--- src/rtl/cdb_arbiter.sv ---
// Common data bus arbiter: per-FU hold registers, up to NCDB grants per cycle, registered broadcast.
// Define CDB_ROTATE_EN for a rotating priority pointer; otherwise priority is static (FU 0 highest).
module cdb_arbiter #(
  parameter int PR_W = 6,
  parameter int NFU  = 8,
  parameter int NCDB = 3
) (
  input  logic                       clock,
  input  logic                       reset,
  input  logic [NFU-1:0]             fu_done,
  input  logic [NFU-1:0][PR_W-1:0]   fu_dest_pr,
  input  logic [NFU-1:0][31:0]       fu_value,
  output logic [NFU-1:0]             fu_ready,
  output logic [NCDB-1:0]            cdb_valid,
  output logic [NCDB-1:0][PR_W-1:0]  cdb_tag,
  output logic [NCDB-1:0][31:0]      cdb_value,
  output logic [NFU-1:0]             pending
);
  localparam int PTR_W = (NFU > 1) ? $clog2(NFU) : 1;

  logic [NFU-1:0]             hold_vld_q, hold_vld_d;
  logic [NFU-1:0][PR_W-1:0]   hold_tag_q, hold_tag_d;
  logic [NFU-1:0][31:0]       hold_val_q, hold_val_d;
  logic [NCDB-1:0]            cdb_vld_q, cdb_vld_d;
  logic [NCDB-1:0][PR_W-1:0]  cdb_tag_q, cdb_tag_d;
  logic [NCDB-1:0][31:0]      cdb_val_q, cdb_val_d;
  logic [NFU-1:0]             grant;
  logic [NCDB-1:0]            lane_vld;
  logic [NCDB-1:0][PTR_W-1:0] lane_idx;
  logic [PTR_W-1:0]           ptr;

  // Scan from ptr upward; the n-th granted FU lands on lane n.
  always_comb begin
    int n;
    logic [PTR_W-1:0] idx;
    grant    = '0;
    lane_vld = '0;
    lane_idx = '0;
    n        = 0;
    idx      = '0;
    for (int k = 0; k < NFU; k++) begin
      idx = PTR_W'((int'(ptr) + k) % NFU);
      if (hold_vld_q[idx] && n < NCDB) begin
        grant[idx] = 1'b1;
        for (int l = 0; l < NCDB; l++) begin
          if (l == n) begin
            lane_vld[l] = 1'b1;
            lane_idx[l] = idx;
          end
        end
        n++;
      end
    end
  end

  assign fu_ready = ~hold_vld_q | grant;

  always_comb begin
    hold_vld_d = hold_vld_q;
    hold_tag_d = hold_tag_q;
    hold_val_d = hold_val_q;
    for (int i = 0; i < NFU; i++) begin
      if (fu_done[i] && fu_ready[i]) begin
        hold_vld_d[i] = 1'b1;
        hold_tag_d[i] = fu_dest_pr[i];
        hold_val_d[i] = fu_value[i];
      end else if (grant[i]) begin
        hold_vld_d[i] = 1'b0;
      end
    end
  end

  // Idle lanes broadcast all zeros; tag 0 never matches a waiting consumer.
  always_comb begin
    cdb_vld_d = lane_vld;
    cdb_tag_d = '0;
    cdb_val_d = '0;
    for (int l = 0; l < NCDB; l++) begin
      if (lane_vld[l]) begin
        cdb_tag_d[l] = hold_tag_q[lane_idx[l]];
        cdb_val_d[l] = hold_val_q[lane_idx[l]];
      end
    end
  end

`ifdef CDB_ROTATE_EN
  logic [PTR_W-1:0] ptr_q, ptr_d;

  always_comb begin
    ptr_d = ptr_q;
    for (int l = 0; l < NCDB; l++) begin
      if (lane_vld[l]) ptr_d = PTR_W'((int'(lane_idx[l]) + 1) % NFU);
    end
  end

  always_ff @(posedge clock) begin
    if (reset) ptr_q <= '0;
    else       ptr_q <= ptr_d;
  end

  assign ptr = ptr_q;
`else
  assign ptr = '0;
`endif

  always_ff @(posedge clock) begin
    if (reset) begin
      hold_vld_q <= '0;
      cdb_vld_q  <= '0;
      cdb_tag_q  <= '0;
      cdb_val_q  <= '0;
    end else begin
      hold_vld_q <= hold_vld_d;
      cdb_vld_q  <= cdb_vld_d;
      cdb_tag_q  <= cdb_tag_d;
      cdb_val_q  <= cdb_val_d;
    end
  end

  always_ff @(posedge clock) begin
    hold_tag_q <= hold_tag_d;
    hold_val_q <= hold_val_d;
  end

  assign cdb_valid = cdb_vld_q;
  assign cdb_tag   = cdb_tag_q;
  assign cdb_value = cdb_val_q;
  assign pending   = hold_vld_q;

endmodule

--- config.mk ---
export PLATFORM = sky130hd
export DESIGN_NAME = cdb_arbiter
export DESIGN_NICKNAME = d
export VERILOG_FILES = /design/src/rtl/cdb_arbiter.sv
export SDC_FILE = /design/constraint.sdc
export NUM_CORES = 1
export LEC_CHECK = 0
export BUFFER_PORTS_ARGS = -buffer_cell sky130_fd_sc_hd__buf_2
export CAP_MARGIN = 10
export CORE_MARGIN = 2
export CORE_UTILIZATION = 49
export DETAILED_ROUTE_END_ITERATION = 12
export PLACE_DENSITY = 0.76
export REMOVE_ABC_BUFFERS = 1
export SLEW_MARGIN = 40
export SYNTH_ARGS = -nofsm -noshare
export SYNTH_HDL_FRONTEND = slang
export SYNTH_SLANG_ARGS = --single-unit
export TNS_END_PERCENT = 20
--- constraint.sdc ---
create_clock -name clock -period 7.7 [get_ports clock]
set_clock_uncertainty 0.15 [all_clocks]
set_input_delay 2.31 -clock clock [delete_from_list [all_inputs] [get_ports clock]]
set_output_delay 2.31 -clock clock [all_outputs]
set_load 0.1 [all_outputs]
==> key figures <==
Run status
  • Status: finished clean

Synth
  • Synth unique cells: 54
  • Synth top area cells: edfxtp_1 47%, dfxtp_1 13%, mux2i_1 9.9%
  • EDFF count, synth: 304
  • FFs w/ async S/R, synth: 0%
  • Share of the synthesized area in the top cell type: between 40% and 50%
  • Synth cell count leaders: 397 x nand2_1, 304 x edfxtp_1, 192 x mux2i_1
  • Synth area leader: edfxtp_1
  • Top-count cell post-synth: nand2_1
  • Seq/Total Area, Yosys: 59.9%
  • Mapped Avg Cell Area: ~11 µm²
  • Mapped Area: ~19000 µm²
  • YS warnings: 0
  • Synth Register Bits: 429
  • Synth Flop Type: edfxtp_1
  • Mapped Cells: 1763

Global route
  • First-pass GRT wire length: 107000 µm
  • Vias in the first global route: 17400
  • Largest net degree at the start of global routing: 43
  • Initial antenna violation count: 18
  • GRT Residual Overflow: 0
  • Total GRT Usage: 35.5%

Power
  • Total power draw: ~8.0 mW
  • Lkg Pwr: around 11 nW
  • P per Cell Area: between 300 and 400 nW/µm²
  • Worst IR drop on VDD: 0.194 mV

Clock tree
  • Clock root buffer: clkbuf_16
  • H-tree Lvls: 2
  • CTS buffer count: 44
  • Skew-Pair Late Insertion Delay: ~0.57 ns
  • CTS tree: yes
  • Clk slew on worst S/H paths: 0.06 ns
  • Num Clock Sinks: 429
  • Clock Path Buffers: 3
  • Hold buffers post-CTS: 0

Floorplan
  • Initial core utilization: 49.9%
  • Area of the core: slightly below 40000 µm²
  • Chip height: approximately 200 µm
  • Die ar.: 41200 µm²
  • Die Width: 203 µm
  • Top Ports: 447
  • Floorplan row count: 72

Setup path
  • Largest stage delay, worst path: 0.57 ns
  • Startpoint types: flip-flop
  • Reg2Reg Depth: 35
  • CP max stage cell: fa_2
  • Critical Path RT: 5.24 ns
  • R2r setup slk: 1.06 ns
  • Worst Path Max Fanout: 4
  • WP data arrival: just over 5 ns
  • Crit. End Element: output port
  • Cell mode on critical path: ha_4
  • Setup CP Type: reg -> out

Drt
  • Post-Route WL: 74700 µm
  • Via count: 17400
  • Vias per cell: 6.24
  • DRC: 0
  • ANT nets after route: 0
  • Drt pass-1 iters: 7
  • DR top layer: met5
  • Iteration-0 DRC Markers: 2415
  • Metal3 WL: 10200 µm
  • Met2 routed WL: 32800 µm
  • WL met1: 27200 µm
  • Post-DR wirelength/cell: 26.7 µm

Cells and area
  • Area grow syn2layout: 27.3%
  • Cell area after layout: 24700 µm²
  • # nets final: between 2000 and 3000
  • Utilization after layout: 63.5%
  • Layout cells sized above 1: 30.7%

Timing
  • Final Max Slew Viols: 0
  • Setup violators final: 0
  • Tcrit/Tclk final: 97.4%
  • Least-Margin Pin Slew: roughly 0.90 ns
  • Highest Clock Rate: between 100 and 150 MHz
  • Post-layout min period: 7.50 ns
  • Slew margin rel.: 39.7%
  • Final hold vios: 0
  • Setup TNS: 0 ns

Placed design
  • Placed Area: 22700 µm²
  • Port buffer count: 444
  • DP Wirelength: approximately 47000 µm
  • Routability congestion estimate from global placement: 0.960

Min path
  • Worst hold-check path type: reg -> reg
  • Hold Crit Depth: 3

Job
  • Max cap viols: 0
==> per-stage QoR <==
stage                     instances  hold slack, ns  setup slack (ns)
after detailed placement       2678           0.438           -0.0407
final                          2795           0.451             0.198
after global placement         2676           0.432             0.122
after floorplan                1640           0.399             -6.39
after global routing           2790           0.479           -0.0455
after CTS                      2768           0.453            0.0286
==> routing by layer <==
metal  global-route usage (%)  vias to the layer above
met5                        0                        -
met4                     19.5                        8
met3                     8.38                      362
met2                     54.2                     1546
met1                     46.9                     8166
li1                         -                     7361
==> area by class of cell <==
type | count | area [µm²]
fillers | 3065 | 14200
well taps | 518 | 648
diodes | 16 | 40.0
flip-flops and latches | 429 | 11600
multi-input cells | 1188 | 7550
repair buffers | 539 | 3160
clock buffers | 55 | 1220
clock inverters | 27 | 349
inverters | 23 | 93.8
==> repair_timing <==
action,in CTS,in global routing
setup endpoints to repair,2,2
pin swaps,6,16
buffers inserted,8,11
gates resized for setup,24,35
==> registers in the layout, indices dropped and copies added (netlist names) <==
register    cells
cdb_value      96
cdb_tag        18
hold_val_q    256
pending         8
hold_tag_q     48
cdb_valid       3
==> power by group <==
part | leakage (nW) | switching (mW) | internal (mW)
Combinational | 5.89 | 2.04 | 0.738
Sequential | 3.99 | 0.146 | 2.73
Clock | 0.766 | 0.948 | 1.37
Total | 10.6 | 3.13 | 4.85
==> worst max-delay path, delay by kind of cell, from the launching register on <==
kind | cells | cell delay [ns]
AO/OA/AOI/OAI | 3 | 0.45
XOR/XNOR | 3 | 0.45
buffers and inverters | 8 | 0.78
adder cells (fa/ha/maj) | 6 | 1.39
AND/OR/NAND/NOR | 8 | 1.01
flip-flops | 1 | 0.37
==> cell usage in the layout, fill, tap and decap left out, drive strengths merged, types with 4 or more instances in the layout <==
master / count
nand2: 398
edfxtp: 304
diode: 16
a21o: 5
and3: 43
nor2b: 7
nor2: 53
inv: 24
buf: 539
mux2i: 193
a21oi: 56
o22ai: 76
nand3: 81
and2: 9
xnor2: 4
clkbuf: 55
clkinv: 15
clkinvlp: 4
a32oi: 38
ha: 21
o21ai: 85
dfxtp: 125
bufinv: 7
or3: 38
nand2b: 5
a31oi: 45
==> cells by family after synthesis <==
logic type	synth area share, %
buf+inv	3.29
mux	10.1
compound gates	10.4
simple gates	14.5
fa+ha+maj	1.46
xor+xnor	0.348
flops	59.9
other cells	0.0193
==> final timing paths <==
path / to / from
hold / removal: cdb_tag[0]$_SDFF_PP0_ / hold_tag_q[6]$_DFFE_PP_
setup / recovery: fu_ready[7] / pending[1]$_SDFFE_PP0P_
hold reg to reg: cdb_tag[0]$_SDFF_PP0_ / hold_tag_q[6]$_DFFE_PP_
setup reg to reg: cdb_value[14]$_SDFF_PP0_ / pending[1]$_SDFFE_PP0P_
(Power assumes the default switching activity.)
